## config.mk

```make
export PLATFORM = sky130hd
export DESIGN_NAME = trigger_delay_unit
export DESIGN_NICKNAME = d
export VERILOG_FILES = /design/src/rtl/trigger_delay_unit.sv
export SDC_FILE = /design/constraint.sdc
export NUM_CORES = 1
export LEC_CHECK = 0
export CORE_MARGIN = 5
export CORE_UTILIZATION = 25
export CTS_CLUSTER_SIZE = 10
export DETAILED_ROUTE_END_ITERATION = 8
export PLACE_DENSITY_LB_ADDON = 0.15
export SLEW_MARGIN = 20
export SYNTH_ARGS = -nofsm -noshare
export SYNTH_HDL_FRONTEND = slang
export SYNTH_SLANG_ARGS = --single-unit
```

## constraint.sdc

```tcl
create_clock -name clk -period 3.4 [get_ports clk]
set_input_delay 0.68 -clock clk [delete_from_list [all_inputs] [get_ports clk]]
set_output_delay 0.68 -clock clk [all_outputs]
set_load 0.05 [all_outputs]
```

## src/rtl/trigger_delay_unit.sv

```systemverilog
// trigger_delay_unit: programmable edge-to-pulse delay line with an
// 8N1 UART command port, accepted-trigger counter and status LEDs.
module trigger_delay_unit #(
  parameter int SYSTEMCLOCK     = 100_000_000,
  parameter int BAUDRATE        = 115200,
  parameter int OUT_PULSE_WIDTH = 10
) (
  input  logic       clk,
  input  logic       rst,
  input  logic       trigger_in,
  output logic       trigger_out,
  input  logic       uart_rx,
  output logic       uart_tx,
  output logic [3:0] leds
);
  localparam int BAUD = SYSTEMCLOCK / BAUDRATE;
  localparam int HALF = BAUD / 2;
  localparam int BW   = $clog2(BAUD + 1);
  localparam int PW   = $clog2(OUT_PULSE_WIDTH + 1);

  typedef enum logic [1:0] {E_IDLE, E_WAIT, E_PULSE} eng_t;
  typedef enum logic [1:0] {R_IDLE, R_START, R_DATA, R_STOP} rx_t;
  typedef enum logic [1:0] {T_IDLE, T_START, T_DATA, T_STOP} tx_t;
  typedef enum logic [1:0] {P_IDLE, P_DELAY, P_EDGE} prs_t;

  logic        trig_s1, trig_s2, trig_prev;
  logic        rx_s1, rx_s;
  logic        rise, fall, hit, accept;
  logic [31:0] delay;
  logic [1:0]  edge_sel;
  logic [15:0] count;
  logic        led_tog;
  eng_t        eng, eng_n;
  logic [31:0] wcnt;
  logic [PW-1:0] pcnt;

  rx_t         rxs, rxs_n;
  logic [BW-1:0] rcnt;
  logic [2:0]  rbit;
  logic [7:0]  rx_data;
  logic        rx_valid, r_end;

  prs_t        ps, ps_n;
  logic [1:0]  pidx;
  logic [31:0] dshift;
  logic        clr_count, query;

  logic [47:0] tbuf;
  logic [2:0]  rep_cnt;
  logic        tx_ready, tx_start;
  tx_t         txs, txs_n;
  logic [BW-1:0] tbc;
  logic [2:0]  tbit;
  logic [7:0]  tsh;
  logic        t_end;

  // two-flop synchronizers plus previous-value flop for edge detection
  always_ff @(posedge clk) begin
    if (rst) begin
      trig_s1   <= 1'b0;
      trig_s2   <= 1'b0;
      trig_prev <= 1'b0;
      rx_s1     <= 1'b1;
      rx_s      <= 1'b1;
    end else begin
      trig_s1   <= trigger_in;
      trig_s2   <= trig_s1;
      trig_prev <= trig_s2;
      rx_s1     <= uart_rx;
      rx_s      <= rx_s1;
    end
  end

  assign rise   = trig_s2 & ~trig_prev;
  assign fall   = ~trig_s2 & trig_prev;
  assign accept = hit && (eng == E_IDLE);

  // select which detected edge counts as a trigger
  always_comb begin
    hit = 1'b0;
    unique case (edge_sel)
      2'd1:    hit = rise;
      2'd2:    hit = fall;
      2'd3:    hit = rise | fall;
      default: hit = 1'b0;
    endcase
  end

  // delay engine state register
  always_ff @(posedge clk) begin
    if (rst) eng <= E_IDLE;
    else     eng <= eng_n;
  end

  // delay engine next state; zero delay goes straight to the pulse
  always_comb begin
    eng_n = eng;
    unique case (eng)
      E_IDLE:  if (hit) eng_n = (delay == '0) ? E_PULSE : E_WAIT;
      E_WAIT:  if (wcnt == 32'd1) eng_n = E_PULSE;
      E_PULSE: if (pcnt == '0) eng_n = E_IDLE;
      default: eng_n = E_IDLE;
    endcase
  end

  // countdown is latched while idle so later delay writes do not disturb it
  always_ff @(posedge clk) begin
    if (rst) begin
      wcnt <= '0;
      pcnt <= '0;
    end else if (eng == E_IDLE) begin
      wcnt <= delay;
      pcnt <= PW'(OUT_PULSE_WIDTH - 1);
    end else if (eng == E_WAIT) begin
      wcnt <= wcnt - 32'd1;
    end else begin
      pcnt <= pcnt - 1'b1;
    end
  end

  assign trigger_out = (eng == E_PULSE);

  // trigger counter; a clear in the same cycle as an accept wins
  always_ff @(posedge clk) begin
    if (rst) begin
      count   <= '0;
      led_tog <= 1'b0;
    end else begin
      if (accept) begin
        count   <= count + 16'd1;
        led_tog <= ~led_tog;
      end
      if (clr_count) count <= '0;
    end
  end

  // status LEDs, registered so they read all-off straight out of reset
  always_ff @(posedge clk) begin
    if (rst) leds <= '0;
    else     leds <= {led_tog, trigger_out, eng == E_WAIT, edge_sel != 2'd0};
  end

  assign r_end = (rxs == R_START) ? (rcnt == BW'(HALF - 1))
                                  : (rcnt == BW'(BAUD - 1));

  // UART receiver state register
  always_ff @(posedge clk) begin
    if (rst) rxs <= R_IDLE;
    else     rxs <= rxs_n;
  end

  // UART receiver next state; a start bit that is high at mid-bit is a glitch
  always_comb begin
    rxs_n = rxs;
    unique case (rxs)
      R_IDLE:  if (!rx_s) rxs_n = R_START;
      R_START: if (r_end) rxs_n = rx_s ? R_IDLE : R_DATA;
      R_DATA:  if (r_end && rbit == 3'd7) rxs_n = R_STOP;
      R_STOP:  if (r_end) rxs_n = R_IDLE;
      default: rxs_n = R_IDLE;
    endcase
  end

  // receiver bit timing, LSB-first shift and stop-bit qualified strobe
  always_ff @(posedge clk) begin
    if (rst) begin
      rcnt     <= '0;
      rbit     <= '0;
      rx_data  <= '0;
      rx_valid <= 1'b0;
    end else begin
      rx_valid <= 1'b0;
      if (rxs == R_IDLE || r_end) rcnt <= '0;
      else                        rcnt <= rcnt + 1'b1;
      if (rxs == R_DATA && r_end) begin
        rx_data <= {rx_s, rx_data[7:1]};
        rbit    <= rbit + 3'd1;
      end
      if (rxs == R_STOP && r_end) rx_valid <= rx_s;
    end
  end

  assign clr_count = rx_valid && ps == P_IDLE && rx_data == 8'h06;
  assign query     = rx_valid && ps == P_IDLE &&
                     (rx_data == 8'h02 || rx_data == 8'h04 || rx_data == 8'h05);

  // command parser state register
  always_ff @(posedge clk) begin
    if (rst) ps <= P_IDLE;
    else     ps <= ps_n;
  end

  // command parser next state; unknown opcodes leave it idle
  always_comb begin
    ps_n = ps;
    unique case (ps)
      P_IDLE:
        if (rx_valid) begin
          if (rx_data == 8'h01)      ps_n = P_DELAY;
          else if (rx_data == 8'h03) ps_n = P_EDGE;
        end
      P_DELAY: if (rx_valid && pidx == 2'd3) ps_n = P_IDLE;
      P_EDGE:  if (rx_valid) ps_n = P_IDLE;
      default: ps_n = P_IDLE;
    endcase
  end

  // operand collection; delay is committed only with its fourth byte
  always_ff @(posedge clk) begin
    if (rst) begin
      delay    <= '0;
      edge_sel <= 2'd1;
      pidx     <= '0;
      dshift   <= '0;
    end else if (rx_valid) begin
      if (ps == P_IDLE) pidx <= '0;
      if (ps == P_DELAY) begin
        dshift <= {rx_data, dshift[31:8]};
        pidx   <= pidx + 2'd1;
        if (pidx == 2'd3) delay <= {rx_data, dshift[31:8]};
      end
      if (ps == P_EDGE && rx_data <= 8'h03) edge_sel <= rx_data[1:0];
    end
  end

  assign tx_ready = (txs == T_IDLE);
  assign tx_start = (rep_cnt != '0) && tx_ready;

  // reply snapshot buffer; queries are dropped while a reply is busy
  always_ff @(posedge clk) begin
    if (rst) begin
      tbuf    <= '0;
      rep_cnt <= '0;
    end else if (query && rep_cnt == '0 && tx_ready) begin
      unique case (rx_data)
        8'h02: begin tbuf <= {16'h0, delay};         rep_cnt <= 3'd4; end
        8'h04: begin tbuf <= {46'h0, edge_sel};      rep_cnt <= 3'd1; end
        default: begin tbuf <= {delay, count};       rep_cnt <= 3'd6; end
      endcase
    end else if (tx_start) begin
      tbuf    <= {8'h00, tbuf[47:8]};
      rep_cnt <= rep_cnt - 3'd1;
    end
  end

  assign t_end = (tbc == BW'(BAUD - 1));

  // UART transmitter state register
  always_ff @(posedge clk) begin
    if (rst) txs <= T_IDLE;
    else     txs <= txs_n;
  end

  // UART transmitter next state
  always_comb begin
    txs_n = txs;
    unique case (txs)
      T_IDLE:  if (tx_start) txs_n = T_START;
      T_START: if (t_end) txs_n = T_DATA;
      T_DATA:  if (t_end && tbit == 3'd7) txs_n = T_STOP;
      T_STOP:  if (t_end) txs_n = T_IDLE;
      default: txs_n = T_IDLE;
    endcase
  end

  // transmitter bit timer and LSB-first shifter
  always_ff @(posedge clk) begin
    if (rst) begin
      tbc  <= '0;
      tbit <= '0;
      tsh  <= '0;
    end else begin
      if (txs == T_IDLE) begin
        tbc <= '0;
        if (tx_start) tsh <= tbuf[7:0];
      end else begin
        tbc <= t_end ? '0 : tbc + 1'b1;
      end
      if (txs == T_DATA && t_end) begin
        tsh  <= {1'b0, tsh[7:1]};
        tbit <= tbit + 3'd1;
      end
    end
  end

  assign uart_tx = (txs == T_START) ? 1'b0 :
                   (txs == T_DATA)  ? tsh[0] : 1'b1;

endmodule

```

* Yosys cells after proc, flatten, opt, wreduce, memory -nomap -nowiden
Cells that the tools add are included.
** Word-level totals
- Register bits :: 232
- Input port bits :: 4
- Logic and storage cells :: 176
** Operators by class
- Add/subtract/negate cells :: 9
- $lt $le $gt $ge :: 1
- Equality and inequality tests :: 42
- Muxes and demuxes :: 41
- Bitwise gates (word level) :: 7
- Reduce and logical (&&, ||, !) cells :: 47
** Operator list (number)
- $mux 48 :: 2
- $pmux 48 s2 :: 1
- $mux 32 :: 2
- $mux 2 :: 20
- $eq 32x1->1 const B :: 1
- $logic_not 32->1 :: 1
- $sub 32x1->32 const B :: 1
- $ne 2x2->1 const B :: 13
- $eq 8x3->1 const B :: 3
- $mux 7 :: 3
- $add 10x1->10 const B :: 2
- $eq 10x10->1 const B :: 2
- $eq 2x2->1 const B :: 9
- $add 16x1->16 const B :: 1
- $eq 8x2->1 const B :: 2
- $pmux 2 s4 :: 2
- $logic_and 1x1->1 :: 14
- $pmux 2 s3 :: 2
- $reduce_and 4->1 :: 3
- $reduce_bool 2->1 :: 6
- $eq 10x9->1 const B :: 1
- $eq 2x1->1 const B :: 5
- $reduce_and 2->1 :: 5
- $reduce_or 2->1 :: 5
- 24 further kinds :: 41

* Logic depth before layout (Yosys ltp)
Gate-level depths: netlist of the first run.
- Depth in word-level cells :: 7
- Depth in mapped cells :: 10
- Gate-level depth less buffers :: 7

* Worst setup path before layout of the first run
No wires, ideal clock.
- Path type :: reg2reg
- Start :: register wcnt[12]
- End :: register wcnt[23]
- Library setup time :: 74 ps
- Arrival :: 2306 ps
- Required time :: 3326 ps
- Slack :: 1020 ps
- Stages on the path, launching flop included :: 7
- Path buffers :: 1
- Path through :: dfxtp_1 -> or4_4 -> or3_1 -> buf_2 -> or3_4 -> or4_1 -> a31oi_1
** On the way
- Word-level cells in the longest chain between the ends :: 3
** RTL lines
- start, declared :: line 34 : logic [31:0] wcnt;
- start signal, assigned :: line 112 : wcnt <= delay;
- start signal, assigned :: line 115 : wcnt <= wcnt - 32'd1;
- $sub 32x1->32 :: line 115
- $mux 32 :: line 114 : end else if (eng == E_WAIT) begin
- $mux 32 :: line 111 : end else if (eng == E_IDLE) begin
No other way between the ends. The select of a mux whose other input is x is not followed.
A chain may end at the register's enable or synchronous reset.

* Worst setup path after layout of the first run
- Start :: register txs[0]
- End :: output uart_tx
** On the way
- Word-level cells in the longest chain between the ends :: 3
- Elaborated cells on any way between the ends :: 4
- Those cells by class :: eq/ne: 2; mux: 2
** RTL lines
- start, declared :: line 51 : tx_t txs, txs_n;
- start signal, assigned :: line 251 : else txs <= txs_n;
- $eq 2x2->1 :: line 287 : (txs == T_DATA) ? tsh[0] : 1'b1;
- $mux 1 :: line 287
- $mux 1 (*) :: line 286 : assign uart_tx = (txs == T_START) ? 1'b0 :
- end, declared :: line 13 : output logic uart_tx,
Every way passes the cells marked *; elsewhere a longest branch is shown, timed or not.

==> metrics.md, run 1 <==
| Metric | Value |
|---|---|
| CTS sink cnt | 224 |
| Pre-antenna DRT Iters | 4 |
| Worst min-delay path class | reg2reg |
| Vias | 9364 |
| Row cnt | 75 |
| Sw power | 1.95 mW |
| I/O pins | 10 |
| EDFF count, synth | 0 |
| Nets | 1331 |
| GR Overflow Total | 0 |
| Post CTS Setup Buffer Count | 0 |
| Syn Inst Count | 1339 |
| Detail Route Antenna Nets | 0 |
| Sw frac | 28.4% |
| Worst hold stages | 1 |
| Diode count | 0 |
| # hold bufs at CTS | 0 |
| WL/cell | 17.9 um |
| R2R depth | 7 |
| Global placer's final weighted congestion | 0.778 |
| Total track usage | 13.9% |
| WS Path Type | reg2out |
| Initial Util | 25.4% |
| Initial drt markers | 574 |
| Core Util, Final | 29.2% |
| Sequential element share of the synthesized area | 42.1% |
| Post-Place Cell Area | 0.0113 mm^2 |
| Async SR Flop Fraction | 0% |
| Slew HR | 34.0% |
| Final setup viols | 0 |
| Final Cycle Share | 88.1% |
| Worst Path Arrival | 2.32 ns |
| R2R setup slack | 0.62 ns |
| Netlist Area Pre-Place | 0.0107 mm^2 |
| Port buffer count | 9 |
| Largest net degree at the start of global routing | 85 |
| Final WL | 33500 um |
| Post-detail-place hpwl | 22000 um |
| Via density | 5.02 |
| Post-synth cell types | 63 |
| Num CTS Buffers | 29 |
| Die Wd | 217 um |
| Crit. End Element | output pin |
| Final Hold Viols | 0 |
| Leakage | 4.19 nW |
| Fmax | 0.334 GHz |
| Main synth FF type | dfxtp_1 |
| Clock share of power | 45.6% |
| Initial antenna violation count | 0 |
| Latest clock arrival within the worst-skew pair | 0.56 ns |
| Top cell type's share of synthesized area | 42.1% |
| Crit start category | flip-flop |
| Ys Warns | 0 |
| Synth-to-Final Area Change | 15.0% |
| Flops & latches, synth | 224 |
| Post-layout min period | 3.00 ns |
| Clk pin slew, worst setup/hold paths | 0.06 ns |
| DIE AREA | 0.0469 mm^2 |
| DRC viols | 0 |
| Die span in y | 217 um |
| Root Buffer | clkbuf_16 |
| CTS tree | yes |
| Area leader, netlist | dfxtp_1 |
| Worst slew pin tran | 0.990 ns |
| Combinational power share | 14.9% |
| Mapped Nets | 1362 |
| First-pass GRT wire length | 53200 um |
| RSZ-0062 raised after global routing | false |
| Cell Pwr Density | 559 mW/mm^2 |
| Fin. max-slew vios | 0 |
| Worst hold slack | 0.406 ns |
| Htree depth | 1 |
| Core area | 0.0420 mm^2 |
| Post-route setup TNS | 0 ns |
| Internal power | 4.90 mW |
| Maximum fanout along the worst path | 7 |
| Worst IR Drop VDD | 0.294 mV |
| Vias in the first global route | 9149 |
| CTS Buffer Depth | 3 |
| Cts repair resizes | 0 |
| Req. time, crit path | 2.72 ns |
| Fin Clk Skew | 0.0133 ns |
| Sequential fraction of design power | 39.5% |
| Synth area leaders | dfxtp_1 42%, nand2_1 8.5%, a21oi_1 4.7% |
| Max_cap viols | 0 |
| Avg Cell Area, Syn | 7.96 um^2 |
| Status | completed |
| Share of cells above drive strength 1 | 6.64% |
| Final instance area | 0.0123 mm^2 |
layout by cell type, fill, tap and decap left out, types with 29 or more instances in the layout:
cell       synthesis  routed
clkbuf_16          0      29
nand4_1           31      31
nor2_1           118     118
and3_1            37      37
buf_4              0      29
nand2_1          242     242
dfxtp_1          224     223
mux2i_1           39      39
o21ai_0           40      40
nor3_1            49      49
a21oi_1          100      99
worst paths after layout:
check / from / end
min reg2reg: rx_s1$_SDFF_PP1_ / rx_s$_SDFF_PP1_
max reg2reg: txs[1]$_SDFFE_PP0P_ / rep_cnt[0]$_SDFFE_PP0P_
min: rx_s1$_SDFF_PP1_ / rx_s$_SDFF_PP1_
max: txs[0]$_SDFFE_PP0P_ / uart_tx
layout make-up:
cell class	instances	area, um^2
inverter	28	105
fill	4577	29800
multi-input combinational	987	5720
clock buffer	45	866
tap	539	674
sequential	224	4490
clock inverter	4	98.8
timing repair buffer	38	319
layer usage:
metal	wire [um]	vias to the layer above	global-route usage [%]
li1	-	4724	-
met1	16400	4474	19.6
met2	15100	119	22.3
met3	991	47	1.93
met4	873	0	3.88
met5	0	-	0
metrics by stage:
stage / power, mW / worst slack, ns / std cells
floorplan: 3.49 / 1.02 / 1339
global placement: 3.80 / 0.850 / 1816
detailed placement: 3.79 / 0.673 / 1816
CTS: 6.98 / 0.330 / 1865
global route: 7.16 / 0.270 / 1865
finish: 6.85 / 0.405 / 1865
critical path, stage by stage (launching register included):
cell,delay (ns)
dfxtp_1,0.36
inv_1,0.08
ha_1,0.28
a21oi_1,0.20
clkdlybuf4s50_1,0.83
Yosys cell counts, drive strengths merged, types with 6 or more instances:
cell type / number
nor3b: 15
inv: 26
a211oi: 25
or3: 10
a2111oi: 11
nor3: 49
xor2: 12
a221oi: 20
a22oi: 25
and3: 37
a21oi: 100
and2: 16
nand2b: 6
nand2: 242
nor2: 118
nor2b: 10
clkbuf: 92
or4: 6
buf: 8
and4: 7
a2bb2oi: 9
o21ai: 42
mux2i: 39
xnor2: 21
a31oi: 14
nand4: 31
dfxtp: 224
nand3: 26
o221ai: 8
nor4: 21
ha: 19
flip-flops by register name, indices dropped and copies added (netlist names), 2 cells and up, named ones only:
name / count
count: 16
delay: 32
dshift: 24
edge_sel: 2
eng: 2
leds: 4
pcnt: 4
pidx: 2
ps: 2
rbit: 3
rcnt: 10
rep_cnt: 3
rx_data: 8
tbc: 10
tbit: 3
tbuf: 48
tsh: 8
txs: 2
wcnt: 32
logic make-up after synthesis:
| kind of cell | Yosys count | synth area share [%] |
|---|---|---|
| AO/OA/AOI/OAI | 288 | 17.7 |
| XOR/XNOR | 33 | 2.71 |
| adder cells (fa/ha/maj) | 19 | 2.23 |
| buffers and inverters | 128 | 4.52 |
| flip-flops | 224 | 42.1 |
| multiplexers | 39 | 3.66 |
| AND/OR/NAND/NOR | 608 | 27.2 |
power by group through the flow:
| stage | clock, mW | combinational [mW] | sequential (mW) |
|---|---|---|---|
| after floorplan | 0 | 0.731 | 2.76 |
| after global placement | 0 | 1.04 | 2.76 |
| after detailed placement | 0 | 1.03 | 2.76 |
| after CTS | 3.24 | 1.03 | 2.70 |
| after global routing | 3.33 | 1.12 | 2.71 |
| final | 3.12 | 1.02 | 2.71 |
(Power assumes the default switching activity.)
==> run 2, diff against run 1 <==
--- a/config.mk
+++ b/config.mk
@@ -9,6 +9,7 @@
 export CORE_UTILIZATION = 25
 export CTS_CLUSTER_SIZE = 10
 export DETAILED_ROUTE_END_ITERATION = 8
+export DONT_BUFFER_PORTS = 1
 export PLACE_DENSITY_LB_ADDON = 0.15
 export SLEW_MARGIN = 20
 export SYNTH_ARGS = -nofsm -noshare
==> run 2 against run 1 <==
Cell count fell by 0.54%. Worst setup slack improved by 0.29 ns. Highest routed layer is now met5. Wire length up 0.54%. Core utilization decreased by 0.41 points. Worst hold slack worse by 0.19 ns. Register-to-register slack improved by 0.07 ns. Global-route usage barely moved. Flip-flop and latch count stayed put.
==> metrics.md, run 2 (same netlist as run 1, synthesis figures left out) <==
| Metric | Value |
|---|---|
| Most flops, register | tbuf (unchanged) |
| Fin. max-slew vios | 0 (unchanged) |
| CTS Buffer Depth | 3 (unchanged) |
| Post-route setup TNS | 0 ns (unchanged) |
| DIE AREA | 0.0469 mm^2 (unchanged) |
| Initial Util | 25.4% (unchanged) |
| Cts repair resizes | 0 (unchanged) |
| WP buf/inv | 0 (was 2) |
| Most common cell after layout, fill and taps aside | nand2_1 (unchanged) |
| Maximum fanout along the worst path | 9 (was 7) |
| Share of cells above drive strength 1 | 6.46% (was 6.64%) |
| Port buffer count | 0 (was 9) |
| Largest register FFs | 48 (unchanged) |
| Latest clock arrival within the worst-skew pair | 0.56 ns (about the same) |
| Initial drt markers | 584 (was 574) |
| Fin Clk Skew | 0.0326 ns (was 0.0133 ns) |
| Vias in the first global route | 8835 (was 9149) |
| Detail Route Antenna Nets | 0 (unchanged) |
| Worst slew pin tran | 0.941 ns (was 0.990 ns) |
| Largest regs | tbuf x48, delay x32, wcnt x32 (unchanged) |
| Power Total | 6.59 mW (was 6.85 mW) |
| Final instance area | 0.0121 mm^2 (was 0.0123 mm^2) |
| Top cell family by delay on the critical path | simple AND/OR/NAND/NOR gates (was buffers and inverters) |
| Internal power | 4.70 mW (was 4.90 mW) |
| Dpl ws | 0.761 ns (was 0.673 ns) |
| Row cnt | 75 (unchanged) |
| Combinational power share | 15.0% (was 14.9%) |
| Vias | 9379 (was 9364) |
| Root Buffer | clkbuf_16 (unchanged) |
| Non-Filler Instances | 1855 (was 1865) |
| R2R setup slack | 0.69 ns (was 0.62 ns) |
| Die Wd | 217 um (unchanged) |
| Final setup viols | 0 (unchanged) |
| Initial antenna violation count | 1 (was 0) |
| Crit. End Element | flip-flop (was output pin) |
| Nets | 1322 (was 1331) |
| RSZ-0062 raised after global routing | false (unchanged) |
| Clock share of power | 43.9% (was 45.6%) |
| CTS sink cnt | 224 (unchanged) |
| Most frequent cells in the layout | 242 x nand2_1, 223 x dfxtp_1, 118 x nor2_1 (unchanged) |
| Largest stage delay, worst path | 0.76 ns (was 0.83 ns) |
| Worst hold slack | 0.216 ns (was 0.406 ns) |
| Post CTS Setup Buffer Count | 0 (unchanged) |
| Post-Place Cell Area | 0.0112 mm^2 (was 0.0113 mm^2) |
| Sequential fraction of design power | 41.1% (was 39.5%) |
| Final Hold Viols | 0 (unchanged) |
| Worst min-delay path class | in2reg (was reg2reg) |
| I/O pins | 10 (unchanged) |
| Num CTS Buffers | 29 (unchanged) |
| Post-detail-place hpwl | 21400 um (was 22000 um) |
| Cell Pwr Density | 545 mW/mm^2 (was 559 mW/mm^2) |
| Final WL | 33600 um (was 33500 um) |
| Clk pin slew, worst setup/hold paths | 0.06 ns (about the same) |
| Req. time, crit path | 3.85 ns (was 2.72 ns) |
| Synth-to-Final Area Change | 13.4% (was 15.0%) |
| Status | completed (unchanged) |
| Final Cycle Share | 79.6% (was 88.1%) |
| Critical path's slowest cell | nor4b_1 (was clkdlybuf4s50_1) |
| Leakage | 4.12 nW (was 4.19 nW) |
| Die span in y | 217 um (unchanged) |
| Fmax | 0.370 GHz (was 0.334 GHz) |
| CP Cell Sequence | or4_1 -> nor4b_1 -> and2_1 -> o21ai_0 -> and3_1 (was inv_1 -> ha_1 -> a21oi_1 -> clkdlybuf4s50_1) |
| Diode count | 0 (unchanged) |
| Slew HR | 37.1% (was 34.0%) |
| DRC viols | 0 (unchanged) |
| Max_cap viols | 0 (unchanged) |
| Post-layout min period | 2.71 ns (was 3.00 ns) |
| Largest net degree at the start of global routing | 178 (was 85) |
| Sw power | 1.89 mW (was 1.95 mW) |
| Dpl cells | 1807 (was 1816) |
| # hold bufs at CTS | 0 (unchanged) |
| WS Path Type | reg2reg (was reg2out) |
| Core area | 0.0420 mm^2 (unchanged) |
| Htree depth | 1 (unchanged) |
| Worst IR Drop VDD | 0.290 mV (was 0.294 mV) |
| First-pass GRT wire length | 52800 um (was 53200 um) |
| Core Util, Final | 28.8% (was 29.2%) |
| Pre-antenna DRT Iters | 5 (was 4) |
| Worst Path Arrival | 3.15 ns (was 2.32 ns) |
| Crit start category | flip-flop (unchanged) |
| Sw frac | 28.7% (was 28.4%) |
| Total track usage | 13.9% (about the same) |
| Global placer's final weighted congestion | 0.796 (was 0.778) |
| GR Overflow Total | 0 (unchanged) |
| CTS tree | yes (unchanged) |
| Via density | 5.06 (was 5.02) |
| WL/cell | 18.1 um (was 17.9 um) |
| Worst Slack Setup Final | 0.694 ns (was 0.405 ns) |
## run 2: changes by cell type in the layout (fill, tap and decap cells not counted), sizes merged
cell	change
inv	-1
clkbuf	+1
buf	-2
bufinv	-3
clkdlybuf4s50	-7
clkinvlp	+2
## run 2: final cells by class
type                       count  area [um^2]
clock buffer                  46          880
clock inverter                 2         15.0
fill                        4514        29900
inverter                      28          105
multi-input combinational    987         5720
sequential                   224         4490
tap                          539          674
timing repair buffer          29          218
## run 2: path summary, 6_finish.rpt
check	start	endpoint	depth (start not counted)
max	rx_data[7]$_SDFFE_PP0P_	rep_cnt[0]$_SDFFE_PP0P_	5
min	rst	trig_s1$_SDFF_PP0_	1
max reg2reg	rx_data[7]$_SDFFE_PP0P_	rep_cnt[0]$_SDFFE_PP0P_	5
min reg2reg	rx_s1$_SDFF_PP1_	rx_s$_SDFF_PP1_	1
## run 2: power by group through the flow
stage / logic (mW) / clock network [mW] / registers, mW
final: 0.987 / 2.89 / 2.71
after global routing: 1.08 / 3.09 / 2.72
after CTS: 1.00 / 2.99 / 2.71
after detailed placement: 0.995 / 0 / 2.77
after global placement: 0.999 / 0 / 2.77
after floorplan: 0.731 / 0 / 2.76
## run 2: routing by layer
metal / vias up / wire (um) / GRT usage [%]
li1: 4691 / - / -
met1: 4492 / 16800 / 20.2
met2: 154 / 14900 / 21.7
met3: 40 / 1240 / 2.27
met4: 2 / 721 / 3.16
met5: - / 13 / 0
==> run 3, diff against run 2 <==
==> constraint.sdc (replaced) <==
create_clock -name clk -period 2.6 [get_ports clk]
set_input_delay 0.52 -clock clk [delete_from_list [all_inputs] [get_ports clk]]
set_output_delay 0.52 -clock clk [all_outputs]
set_load 0.05 [all_outputs]
==> run 3 against run 2 <==
Cell count up 1.0%. Flip-flop and latch count is the same. Clock skew decreased by 0.0075 ns. Non-clock buffer count up 23. Critical path depth increased by 2. Worst hold slack worse by 0.17 ns. Die area unchanged. Fmax up 13%. Register-to-register slack worse by 0.49 ns. Count of clock-buffer cells in the layout fell by 4. Power grew 33%. First-iteration DRC count up 23%.
==> metrics.md, run 3 (same netlist as run 1, synthesis figures left out) <==
| Metric | Value |
|---|---|
| Initial drt markers | 721 (was 584) |
| Final Hold Viols | 0 (unchanged) |
| Die Wd | 217 um (unchanged) |
| FILL cells | 4549 (was 4514) |
| Final WL | 33700 um (was 33600 um) |
| Post-layout min period | 2.40 ns (was 2.71 ns) |
| I/O pins | 10 (unchanged) |
| Most flops, register | tbuf (unchanged) |
| Max_cap viols | 0 (unchanged) |
| Status | completed (unchanged) |
| Post CTS Setup Buffer Count | 0 (unchanged) |
| Diode count | 0 (unchanged) |
| Crit. End Element | flip-flop (unchanged) |
| Most frequent cells in the layout | 242 x nand2_1, 223 x dfxtp_1, 118 x nor2_1 (unchanged) |
| Most common cell after layout, fill and taps aside | nand2_1 (unchanged) |
| Dpl ws | 0.230 ns (was 0.761 ns) |
| Clk pin slew, worst setup/hold paths | 0.06 ns (about the same) |
| Initial antenna violation count | 0 (was 1) |
| Crit start category | flip-flop (unchanged) |
| Final Cycle Share | 92.2% (was 79.6%) |
| Clock share of power | 43.8% (was 43.9%) |
| Maximum fanout along the worst path | 6 (was 9) |
| CTS tree | yes (unchanged) |
| Worst min-delay path class | in2reg (unchanged) |
| Global placer's final weighted congestion | 0.798 (was 0.796) |
| WS Path Type | reg2reg (unchanged) |
| Share of cells above drive strength 1 | 7.87% (was 6.46%) |
| Footprint of the multi-input gates | 0.00572 mm^2 (about the same) |
| Row cnt | 75 (unchanged) |
| Storage element area | 0.00449 mm^2 (unchanged) |
| Sequential fraction of design power | 40.4% (was 41.1%) |
| CTS Buffer Depth | 3 (unchanged) |
| Cell Pwr Density | 713 mW/mm^2 (was 545 mW/mm^2) |
| DIE AREA | 0.0469 mm^2 (unchanged) |
| Initial Util | 25.4% (unchanged) |
| Htree depth | 1 (unchanged) |
| Fin Clk Skew | 0.0251 ns (was 0.0326 ns) |
| RSZ-0062 raised after global routing | false (unchanged) |
| Slew HR | 58.8% (was 37.1%) |
| Root Buffer | clkbuf_16 (unchanged) |
| Post-Place Cell Area | 0.0114 mm^2 (was 0.0112 mm^2) |
| Nets | 1344 (was 1322) |
| Worst slew pin tran | 0.616 ns (was 0.941 ns) |
| Core area | 0.0420 mm^2 (unchanged) |
| Die span in y | 217 um (unchanged) |
| Latest clock arrival within the worst-skew pair | 0.56 ns (about the same) |
| Combinational power share | 15.8% (was 15.0%) |
| Vias in the first global route | 9094 (was 8835) |
| Core Util, Final | 29.3% (was 28.8%) |
| Vias | 9518 (was 9379) |
| Largest register FFs | 48 (unchanged) |
| Leakage | 4.25 nW (was 4.12 nW) |
| # hold bufs at CTS | 0 (unchanged) |
| Via density | 5.08 (was 5.06) |
| Final setup viols | 0 (unchanged) |
| Detail Route Antenna Nets | 0 (unchanged) |
| Synth-to-Final Area Change | 15.4% (was 13.4%) |
| Port buffer count | 0 (unchanged) |
| Post-detail-place hpwl | 21500 um (was 21400 um) |
| Worst IR Drop VDD | 0.383 mV (was 0.290 mV) |
| Sw power | 2.49 mW (was 1.89 mW) |
| Num CTS Buffers | 28 (was 29) |
| Worst Path Arrival | 2.84 ns (was 3.15 ns) |
| DRC viols | 0 (unchanged) |
| Post-route setup TNS | 0 ns (unchanged) |
| First-pass GRT wire length | 53800 um (was 52800 um) |
| Fmax | 0.417 GHz (was 0.370 GHz) |
| Largest regs | tbuf x48, delay x32, wcnt x32 (unchanged) |
| GR Overflow Total | 0 (unchanged) |
| Sw frac | 28.4% (was 28.7%) |
| Worst Slack Setup Final | 0.202 ns (was 0.694 ns) |
| CTS sink cnt | 224 (unchanged) |
| Total track usage | 14.1% (was 13.9%) |
| Final instance area | 0.0123 mm^2 (was 0.0121 mm^2) |
| Fin. max-slew vios | 0 (unchanged) |
| Internal power | 6.28 mW (was 4.70 mW) |
| Req. time, crit path | 3.05 ns (was 3.85 ns) |
| Largest net degree at the start of global routing | 178 (unchanged) |
| Pre-antenna DRT Iters | 5 (unchanged) |
| WL/cell | 18.0 um (was 18.1 um) |
## run 3: power groups by stage
stage               registers [mW]  clock network [mW]  logic [mW]
floorplan                     3.61                   0       0.956
CTS                           3.55                4.00        1.39
global placement              3.62                   0        1.40
finish                        3.55                3.84        1.39
global route                  3.55                4.13        1.52
detailed placement            3.62                   0        1.39
## run 3: worst max-delay path, stage by stage, from the launching register on
cell and delay (ns):
dfxtp_1 0.34, or4_4 0.53, or3_1 0.39, buf_4 0.18, nor4_1 0.25, buf_4 0.19
a31oi_1 0.08, a311o_1 0.32
## run 3: layer usage
| metal | vias to the layer above | GRT usage (%) | share of wire [%] | wire length [um] |
|---|---|---|---|---|
| li1 | 4728 | - | - | - |
| met1 | 4604 | 20.5 | 50 | 16900 |
| met2 | 144 | 22.0 | 44 | 14900 |
| met3 | 42 | 2.00 | 3.2 | 1060 |
| met4 | 0 | 3.69 | 2.4 | 820 |
| met5 | - | 0 | 0 | 0 |
## run 3: stage by stage
stage	instances	total power, mW	hold WS, ns
floorplan	1339	4.56	0.389
global placement	1830	5.02	0.399
detailed placement	1830	5.01	0.397
CTS	1874	8.94	0.0196
global route	1874	9.20	0.0213
finish	1874	8.77	0.0473
## run 3: timing repair
action,CTS,global route
gates resized for setup,0,2
setup endpoints to repair,0,2
endpoints found under the hold margin,0,0
## run 3: cell type report
class | instances | area share [%]
well taps | 539 | 5.48
repair buffers | 52 | 3.48
multi-input cells | 987 | 46.5
flip-flops and latches | 224 | 36.5
clock buffers | 42 | 6.70
clock inverters | 2 | 0.488
inverters | 28 | 0.854
## run 3: worst paths after layout
kind | start | to | slack (ns) | cells after the start
worst max-delay path | wcnt[13]$_SDFFE_PP0P_ | wcnt[27]$_SDFFE_PP0P_ | 0.20 | 7
worst min-delay path | rst | trig_s1$_SDFF_PP0_ | 0.05 | 1
worst max register to register | wcnt[13]$_SDFFE_PP0P_ | wcnt[27]$_SDFFE_PP0P_ | 0.20 | 7
worst min register to register | rx_s1$_SDFF_PP1_ | rx_s$_SDFF_PP1_ | 0.41 | 1
